File: src/rtl/demux_1x8_scheduler_pkg.sv
// Shared constants, state encoding and helpers for the 1x8 demux scheduler.
package demux_1x8_scheduler_pkg;

  localparam int NUM_CH = 8;
  localparam int SEL_W  = 3;

  typedef enum logic {
    ST_IDLE = 1'b0,
    ST_SEND = 1'b1
  } state_t;

  function automatic logic [NUM_CH-1:0] onehot8(input logic [SEL_W-1:0] idx);
    logic [NUM_CH-1:0] v;
    v      = '0;
    v[idx] = 1'b1;
    return v;
  endfunction

endpackage

File: src/rtl/demux_rr_pick.sv
// Circular first-set-bit finder: returns the first enabled channel at or after start.
module demux_rr_pick
  import demux_1x8_scheduler_pkg::*;
(
  input  logic [NUM_CH-1:0] mask,
  input  logic [SEL_W-1:0]  start,
  output logic [SEL_W-1:0]  pick,
  output logic              found
);

  logic [SEL_W-1:0] idx;

  // Walk offsets from farthest to nearest so the nearest set bit is the last one written.
  always_comb begin
    pick  = start;
    found = 1'b0;
    idx   = start;
    for (int i = NUM_CH - 1; i >= 0; i--) begin
      idx = start + SEL_W'(i);
      if (mask[idx]) begin
        pick  = idx;
        found = 1'b1;
      end
    end
  end

endmodule

File: src/rtl/demux_1x8_scheduler.sv
// Sequencing controller for the 1x8 demux: accepts one word, routes it to a channel
// chosen by burst round-robin or fixed select, and holds it until that channel takes it.
//
// state   | meaning
// --------+--------------------------------------------------------------
// IDLE    | no word held; in_ready reflects whether a target is enabled
// SEND    | one word held on out_data/out_valid until out_ready[sel]
module demux_1x8_scheduler
  import demux_1x8_scheduler_pkg::*;
#(
  parameter int DATA_W    = 1,
  parameter int BURST_LEN = 4
) (
  input  logic              clk,
  input  logic              rst,
  input  logic              in_valid,
  input  logic [DATA_W-1:0] in_data,
  output logic              in_ready,
  input  logic [NUM_CH-1:0] ch_en,
  input  logic              fix_mode,
  input  logic [SEL_W-1:0]  fix_sel,
  output logic [NUM_CH-1:0] out_valid,
  output logic [DATA_W-1:0] out_data,
  input  logic [NUM_CH-1:0] out_ready,
  output logic [SEL_W-1:0]  sel,
  output logic              busy
);

  localparam logic [7:0] BURST_LEN_B = 8'(BURST_LEN);

  state_t            state_q, state_d;
  logic [SEL_W-1:0]  last_ptr_q;
  logic [SEL_W-1:0]  sel_q;
  logic [SEL_W-1:0]  rr_start;
  logic [SEL_W-1:0]  rr_pick;
  logic [SEL_W-1:0]  target;
  logic              rr_found;
  logic              burst_cont;
  logic [7:0]        burst_cnt_q, burst_cnt_d;
  logic              accept;
  logic              send_done;
  logic [NUM_CH-1:0] out_valid_q;
  logic [DATA_W-1:0] out_data_q;

  assign rr_start = last_ptr_q + 3'd1;

  demux_rr_pick u_rr_pick (
    .mask  (ch_en),
    .start (rr_start),
    .pick  (rr_pick),
    .found (rr_found)
  );

  // Target selection: fixed select, continuing burst, or next enabled channel.
  always_comb begin
    burst_cont = (burst_cnt_q != 8'd0) && ch_en[last_ptr_q];
    target     = rr_pick;
    if (fix_mode) begin
      target = fix_sel;
    end else if (burst_cont) begin
      target = last_ptr_q;
    end
  end

  // Burst counter update for a round-robin accept; wraps to 0 after BURST_LEN words.
  always_comb begin
    burst_cnt_d = (BURST_LEN_B == 8'd1) ? 8'd0 : 8'd1;
    if ((target == last_ptr_q) && (burst_cnt_q != 8'd0)) begin
      burst_cnt_d = ((burst_cnt_q + 8'd1) == BURST_LEN_B) ? 8'd0 : burst_cnt_q + 8'd1;
    end
  end

  // Next-state and handshake decode; in_ready is forced low while reset is asserted.
  always_comb begin
    state_d   = state_q;
    in_ready  = 1'b0;
    accept    = 1'b0;
    send_done = 1'b0;
    case (state_q)
      ST_IDLE: begin
        in_ready = !rst && (fix_mode ? ch_en[fix_sel] : rr_found);
        accept   = in_valid && in_ready;
        if (accept) state_d = ST_SEND;
      end
      ST_SEND: begin
        if (out_ready[sel_q]) begin
          send_done = 1'b1;
          state_d   = ST_IDLE;
        end
      end
      default: state_d = ST_IDLE;
    endcase
  end

  // State register.
  always_ff @(posedge clk or posedge rst) begin
    if (rst) state_q <= ST_IDLE;
    else     state_q <= state_d;
  end

  // Held word, select and round-robin bookkeeping; fixed mode leaves the burst untouched.
  always_ff @(posedge clk or posedge rst) begin
    if (rst) begin
      out_valid_q <= '0;
      out_data_q  <= '0;
      sel_q       <= '0;
      last_ptr_q  <= 3'd7;
      burst_cnt_q <= 8'd0;
    end else if (accept) begin
      out_data_q  <= in_data;
      sel_q       <= target;
      out_valid_q <= onehot8(target);
      if (!fix_mode) begin
        burst_cnt_q <= burst_cnt_d;
        last_ptr_q  <= target;
      end
    end else if (send_done) begin
      out_valid_q <= '0;
    end
  end

  assign out_valid = out_valid_q;
  assign out_data  = out_data_q;
  assign sel       = sel_q;
  assign busy      = (state_q == ST_SEND);

endmodule

File: config.mk
export PLATFORM = sky130hd
export DESIGN_NAME = demux_1x8_scheduler
export DESIGN_NICKNAME = d
export VERILOG_FILES = /design/src/rtl/demux_1x8_scheduler_pkg.sv /design/src/rtl/demux_rr_pick.sv /design/src/rtl/demux_1x8_scheduler.sv
export SDC_FILE = /design/constraint.sdc
export NUM_CORES = 1
export LEC_CHECK = 0
export CORE_MARGIN = 5
export CORE_UTILIZATION = 45
export CTS_CLUSTER_DIAMETER = 50
export DETAILED_ROUTE_END_ITERATION = 6
export PLACE_DENSITY = 0.79
export SLEW_MARGIN = 20
export SYNTH_ARGS = -nofsm -noshare
export SYNTH_HDL_FRONTEND = slang
export SYNTH_HIERARCHICAL = 1
export SYNTH_SLANG_ARGS = --single-unit
File: constraint.sdc
create_clock -name clk -period 11.15 [get_ports clk]
set_input_delay 2.23 -clock clk [delete_from_list [all_inputs] [get_ports clk]]
set_output_delay 2.23 -clock clk [all_outputs]
set_load 0.02 [all_outputs]
==> impl_metrics.xml, run 1 <==
<?xml version="1.0" encoding="UTF-8"?>
<metrics>
  <group name="grt">
    <metric name="overall_global_routing_resource_usage" unit="%">16.87</metric>
    <metric name="grt_pass1_vias" unit="">2197</metric>
    <metric name="antenna_violations_before_repair" unit="">0</metric>
    <metric name="grt_overflow" unit="">0</metric>
    <metric name="grt_max_degree" unit="">25</metric>
    <metric name="wire_length_of_the_first_global_routing_pass" unit="mm">10.38</metric>
  </group>
  <group name="yosys">
    <metric name="postSynthNetCount" unit="">306</metric>
    <metric name="commonest_cells_in_the_netlist" unit="">nand2_1 (33), dfrtp_1 (21), nor2_1 (21)</metric>
    <metric name="synth_sequential_area_ratio" unit="%">23.31</metric>
    <metric name="post_synth.cell_area_avg" unit="um^2">9.393</metric>
    <metric name="number_of_synthesized_flops_with_an_enable_pin" unit="">0</metric>
    <metric name="ys_async_sr_fraction" unit="%">100.0</metric>
    <metric name="total_of_warnings_raised_by_yosys" unit="">6</metric>
    <metric name="yosys_register_bits" unit="">24</metric>
    <metric name="syn_inst" unit="">276</metric>
    <metric name="synth_area_leaders" unit="">dfrtp_1 (20%), mux4_2 (9.6%), mux2i_1 (7.7%), mux4_1 (5.1%), nand2_1 (4.8%)</metric>
    <metric name="synthesis.area" unit="mm^2">0.002592</metric>
    <metric name="netlist-cell-type-count" unit="">65</metric>
    <metric name="synth-main-ff-cell" unit="">dfrtp_1</metric>
    <metric name="synth_top_area_cell" unit="">dfrtp_1</metric>
    <metric name="share_of_the_synthesized_area_in_the_top_cell_type" unit="%">20.27</metric>
    <metric name="yosys.cell_count.top_type" unit="">nand2_1</metric>
  </group>
  <group name="finish">
    <metric name="drive_gt1_share" unit="%">13.58</metric>
    <metric name="fill_cells" unit="">507</metric>
    <metric name="count_of_antenna_diodes_in_the_layout" unit="">0</metric>
    <metric name="finish.net_count" unit="">333</metric>
    <metric name="area_growth" unit="%">16.12</metric>
  </group>
  <group name="setup_path">
    <metric name="critPathBufInv" unit="">2</metric>
    <metric name="timing.rr.start" unit="">last_ptr_q[0]</metric>
    <metric name="timing.critical_path.from_type" unit="">input pin</metric>
    <metric name="worst_path_dominant_cell_family" unit="">buffers and inverters</metric>
    <metric name="critical_path.slowest_cell" unit="">mux4_2</metric>
    <metric name="crit_path_max_incr_delay" unit="ps">570</metric>
    <metric name="timing.critical_path.from" unit="">ch_en[1]</metric>
    <metric name="crit_type" unit="">in -&gt; out</metric>
    <metric name="critical_path_required" unit="ps">8920</metric>
    <metric name="path_cells" unit="">clkdlybuf4s50_1 -&gt; mux4_2 -&gt; mux2_4 -&gt; nand2b_4 -&gt; nor2_1 -&gt; nand4_1 -&gt; nor2_1 -&gt; nor4_1 -&gt; clkdlybuf4s50_1</metric>
    <metric name="end_kind" unit="">output port</metric>
    <metric name="worst-path-max-fanout" unit="">8</metric>
    <metric name="crit_path_arrival_time" unit="ps">4920</metric>
  </group>
  <group name="die">
    <metric name="effective_utilization_at_floorplan" unit="%">46.79</metric>
    <metric name="fp.dieH" unit="um">85.90</metric>
    <metric name="floorplan.die.width" unit="um">85.90</metric>
    <metric name="core-area" unit="mm^2">0.005540</metric>
    <metric name="placementRows" unit="">27</metric>
    <metric name="boundaryPins" unit="">38</metric>
    <metric name="floorplan.die_area" unit="mm^2">0.007379</metric>
  </group>
  <group name="placement">
    <metric name="gpl_wtd_cong" unit="">0.9384</metric>
    <metric name="detailedPlace.worstSlack" unit="ps">4007</metric>
    <metric name="hpwl_reported_at_the_end_of_detailed_placement" unit="mm">4.730</metric>
    <metric name="portBuffers" unit="">37</metric>
  </group>
  <group name="cts">
    <metric name="cts-buffers-inserted" unit="">3</metric>
    <metric name="clock-sinks" unit="">24</metric>
    <metric name="cts.repair_timing.setup_buffer_count" unit="">0</metric>
    <metric name="cts-hold-fix-buffers" unit="">0</metric>
    <metric name="clock_insertion_delay_worst_skew" unit="ps">270</metric>
    <metric name="clk_transition_reported_paths" unit="ps">80</metric>
    <metric name="cts_max_path_buffers" unit="">2</metric>
    <metric name="clock_tree.root_cell" unit="">clkbuf_8</metric>
    <metric name="tritoncts" unit="">yes</metric>
    <metric name="post_cts_resized" unit="">0</metric>
    <metric name="cts-htree-levels" unit="">1</metric>
  </group>
  <group name="sta">
    <metric name="report.final.setup_viol" unit="">0</metric>
    <metric name="slew_headroom" unit="%">38.43</metric>
    <metric name="max_freq" unit="MHz">139.9</metric>
    <metric name="period_minus_slack" unit="ps">7146</metric>
    <metric name="finalSetupTns" unit="ps">0</metric>
    <metric name="hold_viol_final" unit="">0</metric>
    <metric name="grt_setup_unrepaired" unit="">false</metric>
    <metric name="fin_worst_skew" unit="ps">8.339</metric>
    <metric name="final_period_util" unit="%">64.09</metric>
    <metric name="slew_violations" unit="">0</metric>
    <metric name="timing.final.ws_setup" unit="ps">4004</metric>
    <metric name="worst_pin_slew" unit="ps">923.6</metric>
  </group>
  <group name="drt">
    <metric name="dr_total_vias" unit="">2273</metric>
    <metric name="drt_first_iter_violations" unit="">169</metric>
    <metric name="postRouteWirelength" unit="mm">6.115</metric>
    <metric name="postRouteAntennaNets" unit="">0</metric>
    <metric name="routed_via_density" unit="">6.078</metric>
    <metric name="drc_errors" unit="">0</metric>
    <metric name="wire_per_inst" unit="um">16.35</metric>
    <metric name="drt_pass1_iterations" unit="">5</metric>
  </group>
  <group name="power">
    <metric name="relative_contribution_of_the_clock_network_to_total_power" unit="%">5.1</metric>
    <metric name="power.ir.vdd_worst" unit="uV">125.0</metric>
    <metric name="swShare" unit="%">50.51</metric>
    <metric name="intPower" unit="uW">521.7</metric>
    <metric name="power.sequential.fraction" unit="%">15.1</metric>
    <metric name="p_leak" unit="nW">1.268</metric>
    <metric name="power.density_cell_area" unit="mW/mm^2">350.1</metric>
    <metric name="power.combinational.fraction" unit="%">79.8</metric>
    <metric name="p_switching" unit="uW">532.3</metric>
  </group>
  <group name="run">
    <metric name="cap_viol_max_count" unit="">0</metric>
  </group>
  <group name="run_status">
    <metric name="status" unit="">finished, final reports clean</metric>
  </group>
  <group name="worst_hold_path">
    <metric name="worst_hold_startpoint" unit="">out_valid[2]</metric>
    <metric name="hold_path.class" unit="">reg -&gt; reg</metric>
  </group>
</metrics>
-- registers in the layout (all words and copies together), names as in the netlist --
register / count
sel: 3
last_ptr_q: 3
busy: 1
out_data: 1
out_valid: 8
burst_cnt_q: 8
-- final timing paths --
check                                      end  slack, ps  cells after the start
worst max-delay path                  in_ready       4000                      9
worst min-delay path              out_valid[2]        510                      1
worst max register to register  burst_cnt_q[0]       5800                     15
worst min register to register    out_valid[2]        510                      1
max in group asynchronous       burst_cnt_q[7]       8080                      2
min in group asynchronous         out_valid[7]       2520                      2
-- worst reg2reg max path, cell delays in order (launching register included) --
cell and delay, ps:
dfstp_2 680, ha_1 750, inv_1 290, ha_1 580, mux4_2 460, a22oi_1 320, nand3_1 120, a211o_1 260
a41oi_1 160, nor2_1 90, mux2i_1 160, xor2_1 170, nand3_1 100, a21oi_1 740, a21boi_0 240, o21ai_0 90
-- layer usage --
layer  up-vias  track usage [%]  part of all wire (%)
met5         -                0                     0
met4         0            4.604                   1.5
met3        12            2.594                   3.8
met2        61            28.59                    51
met1      1111            22.34                    44
li1       1089                -                     -
-- metrics by stage --
stage / power, mW / utilization, % / hold slack, ps / std cells / area, um^2
floorplan: 0.8260 / - / 517.2 / 276 / 2592
global placement: 0.9752 / 53.52 / 489.1 / 370 / 2965
detailed placement: 0.9924 / 53.52 / 494.2 / 370 / 2965
CTS: 1.049 / 54.34 / 513.2 / 374 / 3010
global route: 1.138 / 54.34 / 525.5 / 374 / 3010
finish: 1.054 / 54.34 / 507.7 / 374 / 3010
-- logic make-up (layout without fill, tap and decap cells) --
group	count (synthesis)	after routing	share of synthesized area (%)
xor gates and xnor gates	11	11	3.717
buffers and inverters	33	59	6.129
DFF	24	24	23.31
and+or+nand+nor	102	102	19.88
AOI/OAI and AO/OA	56	56	17.81
muxes	44	44	26.25
adders and majority gates	6	6	2.896
-- placed cells by master (no fill, tap or decap), drive strengths merged, types with 5 or more instances in the layout --
cell type / instances
a21oi: 6
a22o: 7
clkdlybuf4s50: 37
dfrtp: 21
ha: 6
inv: 17
mux2: 8
mux2i: 20
mux4: 16
nand2: 33
nand2b: 5
nand3: 15
nor2: 21
nor3: 6
o21ai: 8
xor2: 9
-- power by group through the flow --
stage | sequential (mW) | combinational [mW] | clock, mW
detailed placement | 0.161 | 0.831 | 0
CTS | 0.160 | 0.834 | 0.0557
global placement | 0.161 | 0.814 | 0
global route | 0.165 | 0.913 | 0.0590
floorplan | 0.169 | 0.657 | 0
finish | 0.159 | 0.841 | 0.0536
-- final cells by class --
class                           count  area (um^2)  area share (%)
Timing Repair Buffer               38        377.9           12.55
Multi-Input combinational cell    219         1829           60.76
Sequential cell                    24        604.3           20.07
Tap cell                           72        90.09           2.993
Inverter                           17        63.81           2.120
Clock buffer                        4        45.04           1.496
No activity file was read; power rests on OpenSTA's default activity.
==> run 2: changes to the inputs <==
--- a/config.mk
+++ b/config.mk
@@ -9,7 +9,7 @@
 export CORE_UTILIZATION = 45
 export CTS_CLUSTER_DIAMETER = 50
 export DETAILED_ROUTE_END_ITERATION = 6
-export PLACE_DENSITY = 0.79
+export PLACE_DENSITY = 0.82
 export SLEW_MARGIN = 20
 export SYNTH_ARGS = -nofsm -noshare
 export SYNTH_HDL_FRONTEND = slang
==> constraint.sdc (replaced) <==
create_clock -name clk -period 6.3 [get_ports clk]
set_input_delay 1.26 -clock clk [delete_from_list [all_inputs] [get_ports clk]]
set_output_delay 1.26 -clock clk [all_outputs]
set_load 0.02 [all_outputs]
==> run 2 against run 1 <==
Compared with the run above:
- highest routed layer unchanged
- largest power group unchanged
- critical path type unchanged
- clock power grew to 2.5 times the previous value
- critical path depth is the same
- register-to-register slack lost 4100 ps
- non-clock buffer count grew 1
- critical endpoint unchanged
- flip-flop and latch count is the same
- clock skew shrank 2.2 ps
- sequential share of layout area shrank 0.22 points
==> impl_metrics.xml, run 2 (same netlist as run 1, synthesis figures left out) <==
<?xml version="1.0" encoding="UTF-8"?>
<metrics>
  <group name="cts">
    <metric name="clock_tree.root_cell" unit="">clkbuf_8</metric>
    <metric name="clock-sinks" unit="">24</metric>
    <metric name="cts.repair_timing.setup_buffer_count" unit="">0</metric>
    <metric name="clock_insertion_delay_worst_skew" unit="ps">270</metric>
    <metric name="cts-hold-fix-buffers" unit="">0</metric>
    <metric name="cts-htree-levels" unit="">1</metric>
    <metric name="clk_transition_reported_paths" unit="ps">90</metric>
    <metric name="tritoncts" unit="">yes</metric>
    <metric name="cts_max_path_buffers" unit="">2</metric>
    <metric name="post_cts_resized" unit="">0</metric>
    <metric name="cts-buffers-inserted" unit="">3</metric>
  </group>
  <group name="power">
    <metric name="p_leak" unit="nW">1.286</metric>
    <metric name="power.ir.vdd_worst" unit="uV">206.8</metric>
    <metric name="power.density_cell_area" unit="mW/mm^2">631.6</metric>
  </group>
  <group name="setup_path">
    <metric name="crit_path_max_incr_delay" unit="ps">580</metric>
    <metric name="critical_path_end" unit="">in_ready</metric>
    <metric name="timing.critical_path.from_type" unit="">input pin</metric>
    <metric name="worstReg2RegEnd" unit="">burst_cnt_q[0]</metric>
    <metric name="end_kind" unit="">output port</metric>
    <metric name="worst-path-max-fanout" unit="">8</metric>
    <metric name="timing.rr.start" unit="">last_ptr_q[0]</metric>
    <metric name="critPathBufInv" unit="">2</metric>
    <metric name="critical_path.slowest_cell" unit="">mux4_2</metric>
    <metric name="critical_path_required" unit="ps">5040</metric>
    <metric name="r2r_setup_slack" unit="ps">1700</metric>
    <metric name="reg2regPathDepth" unit="">15</metric>
    <metric name="worst_path_dominant_cell_family" unit="">buffers and inverters</metric>
    <metric name="crit_path_arrival_time" unit="ps">3960</metric>
    <metric name="worst-path-stages" unit="">9</metric>
    <metric name="crit_type" unit="">in -&gt; out</metric>
    <metric name="timing.critical_path.from" unit="">ch_en[5]</metric>
    <metric name="path_cells" unit="">clkdlybuf4s50_1 -&gt; mux4_2 -&gt; mux2_4 -&gt; nand2b_4 -&gt; nor2_1 -&gt; nand4_1 -&gt; nor2_1 -&gt; nor4_1 -&gt; clkdlybuf4s50_1</metric>
  </group>
  <group name="sta">
    <metric name="fin_worst_skew" unit="ps">6.094</metric>
    <metric name="finalSetupTns" unit="ps">0</metric>
    <metric name="final.hold.worst_slack" unit="ps">514.2</metric>
    <metric name="report.final.setup_viol" unit="">0</metric>
    <metric name="final_period_util" unit="%">82.90</metric>
    <metric name="period_minus_slack" unit="ps">5222</metric>
    <metric name="slew_violations" unit="">0</metric>
    <metric name="grt_setup_unrepaired" unit="">false</metric>
    <metric name="max_freq" unit="MHz">191.5</metric>
    <metric name="hold_viol_final" unit="">0</metric>
    <metric name="slew_headroom" unit="%">39.94</metric>
    <metric name="worst_pin_slew" unit="ps">899.9</metric>
  </group>
  <group name="die">
    <metric name="core-area" unit="mm^2">0.005540</metric>
    <metric name="fp.dieH" unit="um">85.90</metric>
    <metric name="placementRows" unit="">27</metric>
    <metric name="effective_utilization_at_floorplan" unit="%">46.79</metric>
    <metric name="floorplan.die_area" unit="mm^2">0.007379</metric>
    <metric name="floorplan.die.width" unit="um">85.90</metric>
    <metric name="boundaryPins" unit="">38</metric>
  </group>
  <group name="grt">
    <metric name="wire_length_of_the_first_global_routing_pass" unit="mm">10.53</metric>
    <metric name="grt_pass1_vias" unit="">2241</metric>
    <metric name="grt_overflow" unit="">0</metric>
    <metric name="grtUsageMet2" unit="%">29.50</metric>
    <metric name="overall_global_routing_resource_usage" unit="%">17.24</metric>
    <metric name="global_routing_usage_on_met1" unit="%">22.16</metric>
    <metric name="grt_max_degree" unit="">25</metric>
    <metric name="globalRoute.busiestLayer" unit="">met2</metric>
    <metric name="antenna_violations_before_repair" unit="">0</metric>
    <metric name="gr-usage-met3" unit="%">3.458</metric>
  </group>
  <group name="run_status">
    <metric name="status" unit="">finished, final reports clean</metric>
  </group>
  <group name="placement">
    <metric name="gpl_wtd_cong" unit="">0.9678</metric>
    <metric name="place.detailed.instances" unit="">371</metric>
    <metric name="post_dp_cell_area" unit="mm^2">0.002973</metric>
    <metric name="portBuffers" unit="">37</metric>
    <metric name="hpwl_reported_at_the_end_of_detailed_placement" unit="mm">4.744</metric>
  </group>
  <group name="finish">
    <metric name="final_cells" unit="">375</metric>
    <metric name="layout.core_utilization" unit="%">54.95</metric>
    <metric name="count_of_antenna_diodes_in_the_layout" unit="">0</metric>
    <metric name="multi_input_combinational_cell_area" unit="mm^2">0.001829</metric>
    <metric name="register_area" unit="um^2">604.3</metric>
    <metric name="layout.cells.most_common_list" unit="">clkdlybuf4s50_1 (37), nand2_1 (33), nor2_1 (21), dfrtp_1 (21), mux2i_1 (20)</metric>
    <metric name="finish.net_count" unit="">334</metric>
    <metric name="area_growth" unit="%">17.42</metric>
    <metric name="final_common_cell" unit="">clkdlybuf4s50_1</metric>
    <metric name="fin_area" unit="mm^2">0.003044</metric>
    <metric name="drive_gt1_share" unit="%">14.19</metric>
    <metric name="fill_cells" unit="">499</metric>
  </group>
  <group name="worst_hold_path">
    <metric name="worstHoldPathCells" unit="">1</metric>
    <metric name="hold_path.class" unit="">reg -&gt; reg</metric>
  </group>
  <group name="drt">
    <metric name="drt_first_iter_violations" unit="">235</metric>
    <metric name="postRouteWirelength" unit="mm">6.234</metric>
    <metric name="drt_pass1_iterations" unit="">5</metric>
    <metric name="dr_total_vias" unit="">2333</metric>
    <metric name="wire_per_inst" unit="um">16.62</metric>
    <metric name="routed_via_density" unit="">6.221</metric>
    <metric name="drc_errors" unit="">0</metric>
    <metric name="postRouteAntennaNets" unit="">0</metric>
  </group>
  <group name="run">
    <metric name="cap_viol_max_count" unit="">0</metric>
  </group>
</metrics>
run 2: where the power goes:
part,internal [mW],switching [mW]
Combinational,0.667,0.837
Clock,0.0850,0.0515
Sequential,0.214,0.0680
run 2: cell type report:
type	instances	area share (%)
repair buffers	39	12.66
multi-input cells	219	60.09
clock inverters	1	0.9864
clock buffers	3	1.356
flip-flops and latches	24	19.85
well taps	72	2.959
inverters	17	2.096
run 2: layer usage:
metal | vias to the layer above | part of all wire (%)
met5 | - | 0
met4 | 0 | 2.1
met3 | 20 | 6.4
met2 | 102 | 47
met1 | 1116 | 44
li1 | 1095 | -
run 2: per-stage QoR:
step                worst slack, ps  power, mW
finish                         1078      1.923
global route                  927.1      2.058
CTS                            1060      1.899
detailed placement             1063      1.757
global placement               1125      1.729
floorplan                      2165      1.462
run 2: worst min path at each step:
stage,from,slack [ps],end
after floorplan,burst_cnt_q[2],520,burst_cnt_q[2]
after global placement,out_valid[7],490,out_valid[7]
after detailed placement,out_valid[4],490,out_valid[4]
after CTS,out_valid[2],520,out_valid[2]
after global routing,out_valid[7],540,out_valid[7]
final,out_valid[2],510,out_valid[2]
==> run 3: changes to the inputs <==
--- a/config.mk
+++ b/config.mk
@@ -9,7 +9,7 @@
 export CORE_UTILIZATION = 45
 export CTS_CLUSTER_DIAMETER = 50
 export DETAILED_ROUTE_END_ITERATION = 6
-export PLACE_DENSITY = 0.82
+export PLACE_DENSITY = 0.79
 export SLEW_MARGIN = 20
 export SYNTH_ARGS = -nofsm -noshare
 export SYNTH_HDL_FRONTEND = slang
==> constraint.sdc (replaced) <==
create_clock -name clk -period 5.1 [get_ports clk]
set_input_delay 1.02 -clock clk [delete_from_list [all_inputs] [get_ports clk]]
set_output_delay 1.02 -clock clk [all_outputs]
set_load 0.02 [all_outputs]
==> run 3 against run 2 <==
Compared with the run above:
- critical path depth is the same
- global-route usage hardly changed
- via count down 3.9%
- design area about the same
- total power rose by 22%
- clock power shrank 6%
- sequential share of layout area about the same
- register-to-register slack worse by 720 ps
- cell count up 0.53%
- flip-flop and latch count unchanged
- critical path type unchanged
==> impl_metrics.xml, run 3 (same netlist as run 1, synthesis figures left out) <==
<?xml version="1.0" encoding="UTF-8"?>
<metrics>
  <group name="setup_path">
    <metric name="timing.critical_path.from_type" unit="">input pin</metric>
    <metric name="crit_type" unit="">in -&gt; out</metric>
    <metric name="worst_path_dominant_cell_family" unit="">buffers and inverters</metric>
    <metric name="critical_path_required" unit="ps">4080</metric>
    <metric name="worst-path-max-fanout" unit="">8</metric>
    <metric name="crit_path_max_incr_delay" unit="ps">580</metric>
    <metric name="timing.rr.start" unit="">last_ptr_q[0]</metric>
    <metric name="critPathBufInv" unit="">2</metric>
    <metric name="end_kind" unit="">output port</metric>
    <metric name="timing.critical_path.from" unit="">ch_en[4]</metric>
    <metric name="critical_path.slowest_cell" unit="">mux4_2</metric>
    <metric name="crit_path_arrival_time" unit="ps">3720</metric>
    <metric name="path_cells" unit="">clkdlybuf4s50_1 -&gt; mux4_2 -&gt; mux2_4 -&gt; nand2b_4 -&gt; nor2_1 -&gt; nand4_1 -&gt; nor2_1 -&gt; nor4_1 -&gt; clkdlybuf4s50_1</metric>
  </group>
  <group name="sta">
    <metric name="grt_setup_unrepaired" unit="">false</metric>
    <metric name="max_freq" unit="MHz">210.8</metric>
    <metric name="period_minus_slack" unit="ps">4744</metric>
    <metric name="finalSetupTns" unit="ps">0</metric>
    <metric name="worst_pin_slew" unit="ps">912.7</metric>
    <metric name="fin_worst_skew" unit="ps">5.212</metric>
    <metric name="hold_viol_final" unit="">0</metric>
    <metric name="report.final.setup_viol" unit="">0</metric>
    <metric name="slew_headroom" unit="%">39.08</metric>
    <metric name="slew_violations" unit="">0</metric>
    <metric name="final_period_util" unit="%">93.03</metric>
  </group>
  <group name="grt">
    <metric name="grt_overflow" unit="">0</metric>
    <metric name="overall_global_routing_resource_usage" unit="%">17.27</metric>
    <metric name="wire_length_of_the_first_global_routing_pass" unit="mm">10.45</metric>
    <metric name="antenna_violations_before_repair" unit="">0</metric>
    <metric name="grt_max_degree" unit="">25</metric>
    <metric name="grt_pass1_vias" unit="">2243</metric>
  </group>
  <group name="drt">
    <metric name="postRouteWirelength" unit="mm">6.184</metric>
    <metric name="drt_first_iter_violations" unit="">124</metric>
    <metric name="postRouteAntennaNets" unit="">0</metric>
    <metric name="wire_per_inst" unit="um">16.40</metric>
    <metric name="routed_via_density" unit="">5.947</metric>
    <metric name="dr_total_vias" unit="">2242</metric>
    <metric name="drt_pass1_iterations" unit="">4</metric>
    <metric name="drc_errors" unit="">0</metric>
  </group>
  <group name="worst_hold_path">
    <metric name="hold_path.class" unit="">reg -&gt; reg</metric>
    <metric name="worst_hold_startpoint" unit="">out_valid[7]</metric>
  </group>
  <group name="finish">
    <metric name="finish.net_count" unit="">336</metric>
    <metric name="final_cells" unit="">377</metric>
    <metric name="drive_gt1_share" unit="%">14.75</metric>
    <metric name="count_of_antenna_diodes_in_the_layout" unit="">0</metric>
    <metric name="fill_cells" unit="">493</metric>
    <metric name="final_common_cell" unit="">clkdlybuf4s50_1</metric>
    <metric name="fin_area" unit="mm^2">0.003043</metric>
    <metric name="multi_input_combinational_cell_area" unit="mm^2">0.001829</metric>
    <metric name="register_area" unit="um^2">604.3</metric>
    <metric name="layout.cells.most_common_list" unit="">clkdlybuf4s50_1 (37), nand2_1 (33), nor2_1 (21), dfrtp_1 (21), mux2i_1 (20)</metric>
    <metric name="area_growth" unit="%">17.37</metric>
  </group>
  <group name="power">
    <metric name="power.ir.vdd_worst" unit="uV">268.2</metric>
    <metric name="p_leak" unit="nW">1.289</metric>
    <metric name="power.density_cell_area" unit="mW/mm^2">769.4</metric>
  </group>
  <group name="cts">
    <metric name="cts_max_path_buffers" unit="">2</metric>
    <metric name="clock_insertion_delay_worst_skew" unit="ps">260</metric>
    <metric name="cts.repair_timing.setup_buffer_count" unit="">0</metric>
    <metric name="cts-htree-levels" unit="">1</metric>
    <metric name="post_cts_resized" unit="">0</metric>
    <metric name="clock_tree.root_cell" unit="">clkbuf_8</metric>
    <metric name="cts-hold-fix-buffers" unit="">0</metric>
    <metric name="clk_transition_reported_paths" unit="ps">80</metric>
    <metric name="cts-buffers-inserted" unit="">3</metric>
    <metric name="tritoncts" unit="">yes</metric>
    <metric name="clock-sinks" unit="">24</metric>
  </group>
  <group name="placement">
    <metric name="gpl_wtd_cong" unit="">0.8898</metric>
    <metric name="hpwl_reported_at_the_end_of_detailed_placement" unit="mm">4.850</metric>
    <metric name="post_dp_cell_area" unit="mm^2">0.002988</metric>
    <metric name="portBuffers" unit="">37</metric>
    <metric name="place.detailed.instances" unit="">373</metric>
  </group>
  <group name="die">
    <metric name="effective_utilization_at_floorplan" unit="%">46.79</metric>
    <metric name="boundaryPins" unit="">38</metric>
    <metric name="floorplan.die_area" unit="mm^2">0.007379</metric>
    <metric name="floorplan.die.width" unit="um">85.90</metric>
    <metric name="fp.dieH" unit="um">85.90</metric>
    <metric name="core-area" unit="mm^2">0.005540</metric>
    <metric name="placementRows" unit="">27</metric>
  </group>
  <group name="run_status">
    <metric name="status" unit="">finished, final reports clean</metric>
  </group>
  <group name="run">
    <metric name="cap_viol_max_count" unit="">0</metric>
  </group>
</metrics>
run 3: cell types whose count changed in the layout (fill, tap and decap cells not counted):
cell,change
bufinv_16,-1
buf_4,+2
clkbuf_8,+1
run 3: final timing paths:
kind	endpoint	slack [ps]	cells past startpoint
hold reg to reg	out_valid[7]	500	1
min in group asynchronous	sel[0]	1330	2
max in group asynchronous	burst_cnt_q[0]	3210	2
setup reg to reg	burst_cnt_q[0]	980	16
hold / removal	out_valid[7]	500	1
setup / recovery	in_ready	360	9
run 3: power by group:
part	leakage (nW)	switching [mW]	internal (mW)
registers	0.310	0.0825	0.265
clock network	0.0288	0.0587	0.0689
logic	0.950	1.03	0.838
total	1.29	1.17	1.17
run 3: metal layers:
metal  vias up  GRT usage, %  routed length, um
li1       1096             -                  -
met1      1087         21.98               2631
met2        55         31.18               3246
met3         4         2.690                275
met4         0         2.878                 31
met5         -             0                  0
run 3: metrics by stage:
stage               utilization (%)  total power [mW]  worst slack (ps)  hold WS, ps
floorplan                         -             1.806              1205        517.2
global placement              53.93             2.149             424.3        488.6
detailed placement            53.93             2.197             372.4        487.9
CTS                           54.92             2.333             375.1        508.3
global route                  54.92             2.527             210.7        521.9
finish                        54.92             2.341             355.6        500.2
run 3: cell type report:
type	instances	share of cell area [%]
clock buffers	4	1.809
inverters	17	2.097
multi-input cells	219	60.11
flip-flops and latches	24	19.86
well taps	72	2.961
repair buffers	41	13.16
